**config.mk**
```make
export PLATFORM = sky130hd
export DESIGN_NAME = axi_master_cmd_if
export DESIGN_NICKNAME = d
export VERILOG_FILES = /design/src/rtl/axi_master_cmd_if.sv
export SDC_FILE = /design/constraint.sdc
export NUM_CORES = 1
export LEC_CHECK = 0
export ABC_AREA = 1
export BUFFER_PORTS_ARGS = -buffer_cell sky130_fd_sc_hd__buf_2
export CORE_AREA = 2 2 95 97
export DETAILED_ROUTE_END_ITERATION = 7
export DIE_AREA = 0 0 97 99
export HOLD_SLACK_MARGIN = 0.15
export PLACE_DENSITY = 0.79
export SLEW_MARGIN = 10
export SYNTH_ARGS = -nofsm -noshare
export SYNTH_HDL_FRONTEND = slang
export SYNTH_SLANG_ARGS = --single-unit
```
**constraint.sdc**
```tcl
create_clock -name clk_i -period 3 [get_ports clk_i]
set_input_delay 0.3 -clock clk_i [delete_from_list [all_inputs] [get_ports clk_i]]
set_output_delay 0.3 -clock clk_i [all_outputs]
set_load 0.01 [all_outputs]
```
**src/rtl/axi_master_cmd_if.sv**
```systemverilog
// Single-outstanding AXI4 burst master: turns one command-port request into an AW/W/B or AR/R burst.
// Optional watchdog flag (timeout_o) is built only when AXI_MASTER_TIMEOUT_EN is defined.
module axi_master_cmd_if #(
  parameter int DATA_WIDTH     = 32,
  parameter int ADDR_WIDTH     = 16,
  parameter int STRB_WIDTH     = DATA_WIDTH / 8,
  parameter int TIMEOUT_CYCLES = 1024
) (
  input  logic                  clk_i,
  input  logic                  rst_i,
  input  logic [ADDR_WIDTH-1:0] cmd_addr_i,
  input  logic [7:0]            cmd_len_i,
  input  logic                  cmd_wr_i,
  input  logic                  cmd_valid_i,
  output logic                  cmd_ready_o,
  input  logic [DATA_WIDTH-1:0] wr_data_i,
  input  logic [STRB_WIDTH-1:0] wr_strb_i,
  input  logic                  wr_valid_i,
  output logic                  wr_ready_o,
  output logic [DATA_WIDTH-1:0] rd_data_o,
  output logic                  rd_last_o,
  output logic                  rd_valid_o,
  input  logic                  rd_ready_i,
  output logic                  done_o,
  output logic                  resp_err_o,
`ifdef AXI_MASTER_TIMEOUT_EN
  output logic                  timeout_o,
`endif
  output logic [ADDR_WIDTH-1:0] m_axi_awaddr_o,
  output logic [7:0]            m_axi_awlen_o,
  output logic [2:0]            m_axi_awsize_o,
  output logic [1:0]            m_axi_awburst_o,
  output logic                  m_axi_awvalid_o,
  input  logic                  m_axi_awready_i,
  output logic [DATA_WIDTH-1:0] m_axi_wdata_o,
  output logic [STRB_WIDTH-1:0] m_axi_wstrb_o,
  output logic                  m_axi_wlast_o,
  output logic                  m_axi_wvalid_o,
  input  logic                  m_axi_wready_i,
  input  logic [1:0]            m_axi_bresp_i,
  input  logic                  m_axi_bvalid_i,
  output logic                  m_axi_bready_o,
  output logic [ADDR_WIDTH-1:0] m_axi_araddr_o,
  output logic [7:0]            m_axi_arlen_o,
  output logic [2:0]            m_axi_arsize_o,
  output logic [1:0]            m_axi_arburst_o,
  output logic                  m_axi_arvalid_o,
  input  logic                  m_axi_arready_i,
  input  logic [DATA_WIDTH-1:0] m_axi_rdata_i,
  input  logic [1:0]            m_axi_rresp_i,
  input  logic                  m_axi_rlast_i,
  input  logic                  m_axi_rvalid_i,
  output logic                  m_axi_rready_o
);

  localparam logic [2:0] AXI_SIZE = 3'($clog2(STRB_WIDTH));

  typedef enum logic [2:0] {
    S_IDLE,
    S_WR,
    S_WR_RESP,
    S_RD_ADDR,
    S_RD_DATA
  } state_t;

  state_t                state_q;
  logic [ADDR_WIDTH-1:0] addr_q;
  logic [7:0]            len_q;
  logic [7:0]            beat_q;
  logic                  aw_done_q;
  logic                  w_done_q;
  logic                  awvalid_q;
  logic                  arvalid_q;
  logic                  done_q;
  logic                  resp_err_q;

  logic w_open;
  logic last_beat;
  logic w_hs;
  logic aw_hs;
  logic r_hs;
  logic wr_both_done;

  // W stays open only while beats remain, so nothing follows the wlast beat.
  assign w_open       = (state_q == S_WR) && !w_done_q;
  assign last_beat    = (beat_q == len_q);
  assign w_hs         = m_axi_wvalid_o && m_axi_wready_i;
  assign aw_hs        = awvalid_q && m_axi_awready_i;
  assign r_hs         = m_axi_rvalid_i && m_axi_rready_o;
  assign wr_both_done = (aw_done_q || aw_hs) && (w_done_q || (w_hs && last_beat));

  assign cmd_ready_o     = (state_q == S_IDLE) && !rst_i;

  assign m_axi_awaddr_o  = addr_q;
  assign m_axi_awlen_o   = len_q;
  assign m_axi_awsize_o  = AXI_SIZE;
  assign m_axi_awburst_o = 2'b01;
  assign m_axi_awvalid_o = awvalid_q;

  assign m_axi_wdata_o   = wr_data_i;
  assign m_axi_wstrb_o   = wr_strb_i;
  assign m_axi_wlast_o   = last_beat;
  assign m_axi_wvalid_o  = wr_valid_i && w_open;
  assign wr_ready_o      = m_axi_wready_i && w_open;

  assign m_axi_bready_o  = (state_q == S_WR_RESP);

  assign m_axi_araddr_o  = addr_q;
  assign m_axi_arlen_o   = len_q;
  assign m_axi_arsize_o  = AXI_SIZE;
  assign m_axi_arburst_o = 2'b01;
  assign m_axi_arvalid_o = arvalid_q;

  assign rd_valid_o      = m_axi_rvalid_i && (state_q == S_RD_DATA);
  assign m_axi_rready_o  = rd_ready_i && (state_q == S_RD_DATA);
  assign rd_data_o       = m_axi_rdata_i;
  assign rd_last_o       = m_axi_rlast_i;

  assign done_o          = done_q;
  assign resp_err_o      = resp_err_q;

  always_ff @(posedge clk_i) begin
    if (rst_i) begin
      state_q    <= S_IDLE;
      addr_q     <= '0;
      len_q      <= '0;
      beat_q     <= '0;
      aw_done_q  <= 1'b0;
      w_done_q   <= 1'b0;
      awvalid_q  <= 1'b0;
      arvalid_q  <= 1'b0;
      done_q     <= 1'b0;
      resp_err_q <= 1'b0;
    end else begin
      done_q <= 1'b0;
      case (state_q)
        S_IDLE: begin
          if (cmd_valid_i) begin
            addr_q    <= cmd_addr_i;
            len_q     <= cmd_len_i;
            beat_q    <= '0;
            aw_done_q <= 1'b0;
            w_done_q  <= 1'b0;
            if (cmd_wr_i) begin
              state_q   <= S_WR;
              awvalid_q <= 1'b1;
            end else begin
              state_q   <= S_RD_ADDR;
              arvalid_q <= 1'b1;
            end
          end
        end
        S_WR: begin
          if (aw_hs) begin
            awvalid_q <= 1'b0;
            aw_done_q <= 1'b1;
          end
          if (w_hs) begin
            beat_q <= beat_q + 8'd1;
            if (last_beat) w_done_q <= 1'b1;
          end
          if (wr_both_done) state_q <= S_WR_RESP;
        end
        S_WR_RESP: begin
          if (m_axi_bvalid_i) begin
            state_q <= S_IDLE;
            done_q  <= 1'b1;
            if (m_axi_bresp_i != 2'b00) resp_err_q <= 1'b1;
          end
        end
        S_RD_ADDR: begin
          if (m_axi_arready_i) begin
            arvalid_q <= 1'b0;
            state_q   <= S_RD_DATA;
          end
        end
        S_RD_DATA: begin
          if (r_hs) begin
            if (m_axi_rresp_i != 2'b00) resp_err_q <= 1'b1;
            if (m_axi_rlast_i) begin
              state_q <= S_IDLE;
              done_q  <= 1'b1;
            end
          end
        end
        default: state_q <= S_IDLE;
      endcase
    end
  end

`ifdef AXI_MASTER_TIMEOUT_EN
  localparam int TMR_W = $clog2(TIMEOUT_CYCLES + 1);

  logic             state_exit;
  logic [TMR_W-1:0] timer_q;
  logic             timeout_q;

  always_comb begin
    state_exit = 1'b0;
    case (state_q)
      S_IDLE:    state_exit = cmd_valid_i;
      S_WR:      state_exit = wr_both_done;
      S_WR_RESP: state_exit = m_axi_bvalid_i;
      S_RD_ADDR: state_exit = m_axi_arready_i;
      S_RD_DATA: state_exit = r_hs && m_axi_rlast_i;
      default:   state_exit = 1'b1;
    endcase
  end

  // Watchdog only flags a stall; the FSM keeps waiting for the slave.
  always_ff @(posedge clk_i) begin
    if (rst_i) begin
      timer_q   <= '0;
      timeout_q <= 1'b0;
    end else if (state_exit) begin
      timer_q <= '0;
    end else if (state_q != S_IDLE) begin
      if (timer_q != TMR_W'(TIMEOUT_CYCLES)) timer_q <= timer_q + TMR_W'(1);
      if (timer_q == TMR_W'(TIMEOUT_CYCLES - 1)) timeout_q <= 1'b1;
    end
  end

  assign timeout_o = timeout_q;
`endif

endmodule

```
==> impl_results.md <==
* Status: completed
* P&R area growth vs syn at -1.39%
* Tot GR Track Use at 0.125
* Hold crit path type: input pin to flip-flop
* R2R Setup Slk at 1.16 ns
* Post-synth EDFFs at 0
* Hold buffers post-CTS at 0
* Reg clk slew, reported paths at 0.08 ns
* CP arrival at 2.02 ns
* Drt pass-1 iters at 4
* Worst Setup Slack, final at 1.16 ns
* FILL cells at 939
* Max_cap viols at 0
* CP delay by family, top: simple AND/OR/NAND/NOR gates
* Die width at 97 um
* Most frequent cells in the layout: 99 x buf_2, 83 x nand2_1, 41 x dfxtp_1
* Commonest non-fill, non-tap cell in the layout: buf_2
* Sequential share of the synthesized area at 0.304
* Minimum clock period at 1.84 ns
* Via count at 2209
* HPWL Detailed at 5.09 mm
* Synthesis Warnings at 0
* Vias in the first global route at 1995
* Layout net count at 495
* Setup violators final at 0
* Fmax at 543 MHz
* WL/cell at 12.8 um
* Vias per cell at 4.46
* Worst r2r src: state_q[0]
* CP endpoint: beat_q[6]
* Inserted Clock Buffers at 5
* Cts repair resizes at 0
* Die height at 99 um
* Max VDD drop at 0.442 mV
* Slowest-stage cell, CP: dfxtp_1
* Syn Inst Count at 382
* Ant. Diodes at 0
* Non-Filler Instances at 495
* Core ar. at 0.00855 mm^2
* Setup TNS at 0 ns
* Max incr delay on CP at 0.37 ns
* Longest Clk Path Bufs at 2
* Die Footprint at 0.00960 mm^2
* Clock Skew at 0.00583 ns
* Critical setup path kind: flip-flop to flip-flop
* Cell Chain, Critical Path: nor2_2, nand3_2, buf_4, inv_2, nor2_4, nor2_8, inv_4, nor2_1, nand2_1, nand2_1, nor2_1
* P per Cell Area at 768 mW/mm^2
* DP Cell Count at 487
* Total Routed Length at 6.34 mm
* Remaining routing DRC violations at 0
* CP startpoint: state_q[0]
* Ys flop type: dfxtp_1
* Relative slew slack at 0.660
* Fraction of registers with async set/reset at 0
* Final period utilization at 0.614
* Levels on crit path at 11
* Initial antenna violation count at 0
* Avg Synthesized Cell Area at 7.07 um^2
* Share of cells above drive strength 1 at 0.307
* Worst hold stages at 3
* LEAKAGE at 1.35 nW
* Initial Utilization at 0.316
* Dpl ws at 1.18 ns
* Max Slew Vio Count at 0
* Endpoint class of the critical path: flip-flop
* Root Driver: clkbuf_8
* Rows at 34
* Worst hold slack at 0.248 ns
* CP bufs+invs at 3
* RSZ-0062 raised after global routing: no
* RePlAce Congestion at 0.782
* Worst Path Required at 3.18 ns
* Reg2reg end: beat_q[6]
* First-pass GRT wire length at 9.82 mm
* Pin slew with the least headroom to its limit at 0.510 ns
* Post-CTS Setup Inserts at 0
* Sink Count at 41
* Largest net degree at the start of global routing at 34
* Worst-Skew Late Latency at 0.29 ns
* Critical path peak fanout at 33
* #FFs+latches synth at 41
* Reg2reg path depth at 11
* H-tree levels at 2
* Netlist cell types at 30
* GR Overflow Total at 0
* IO Pins at 246
* Drt initial violations at 103
* Final Hold Viols at 0
* Mapped Area at 0.00270 mm^2
* CP Launch Type: flip-flop
* Final ANT Viol Nets at 0
* TritonCTS clock tree: built
* PortBufs at 99
[power breakdown]
| part | switching [W] | leakage (nW) | internal, W |
|---|---|---|---|
| Sequential | 0.0000943 | 0.335 | 0.000645 |
| Combinational | 0.000574 | 0.958 | 0.000321 |
| Clock | 0.000199 | 0.0549 | 0.000213 |
[layout make-up]
| cell class | instances | area (um^2) | share of cell area |
|---|---|---|---|
| Clock inverter | 1 | 8.76 | 0.00329 |
| Timing Repair Buffer | 100 | 503 | 0.189 |
| Inverter | 33 | 129 | 0.0484 |
| Clock buffer | 7 | 96.3 | 0.0362 |
| Tap cell | 108 | 135 | 0.0507 |
| Sequential cell | 41 | 821 | 0.308 |
| Multi-Input combinational cell | 205 | 972 | 0.365 |
[cells by family after synthesis]
group | count (synthesis) | share of synthesized area
other | 2 | 0.00278
AND/OR/NAND/NOR | 133 | 0.211
adder cells (fa/ha/maj) | 1 | 0.00463
buffers and inverters | 144 | 0.348
AO/OA/AOI/OAI | 57 | 0.117
flip-flops | 41 | 0.304
XOR/XNOR | 4 | 0.0130
[stage by stage]
stage | util | power (W) | area, um^2
2_1_floorplan | - | 0.00153 | 2730
6_report | 0.312 | 0.00205 | 2670
5_1_grt | 0.312 | 0.00221 | 2670
4_1_cts | 0.312 | 0.00207 | 2670
3_3_place_gp | 0.299 | 0.00163 | 2560
3_5_place_dp | 0.299 | 0.00165 | 2560
[sequential cells by signal, indices dropped and copies added, names as in the netlist, 3 cells and up]
register        flops
state_q             3
beat_q              8
m_axi_araddr_o     16
m_axi_arlen_o       8
[how the worst min path moves through the flow]
stage	start	to	slack, ns
floorplan	m_axi_bvalid_i	done_o	0.43
finish	cmd_addr_i[0]	m_axi_araddr_o[0]	0.25
global placement	aw_done_q	aw_done_q	0.46
global route	cmd_addr_i[6]	m_axi_araddr_o[6]	0.24
CTS	cmd_addr_i[0]	m_axi_araddr_o[0]	0.24
detailed placement	aw_done_q	aw_done_q	0.46
[metal layers]
metal,global-route usage,wire length (um),up-vias
li1,-,-,1103
met1,0.153,2690,973
met2,0.208,2990,109
met3,0.0390,476,24
met4,0.0444,175,0
met5,0,0,-
[worst register-to-register path: stages (launching register included)]
cell and delay [ns]:
dfxtp_1 0.37, nor2_2 0.18, nand3_2 0.07, buf_4 0.25, inv_2 0.32, nor2_4 0.08, nor2_8 0.17, inv_4 0.06
nor2_1 0.08, nand2_1 0.05, nand2_1 0.06, nor2_1 0.03
[Yosys cell counts, drive strengths merged (2+ instances only)]
cell      n  share of area
nand2    83           0.12
nor2     30          0.052
inv      33          0.048
nand4     5          0.012
buf     106           0.29
xnor2     2         0.0065
a21oi    38          0.070
conb      2         0.0028
nor3      3         0.0056
xor2      2         0.0065
clkbuf    5         0.0069
a31oi     4          0.015
o21ai    11          0.020
dfxtp    41           0.30
nand3    11          0.024
No activity file was read; power rests on OpenSTA's default activity.
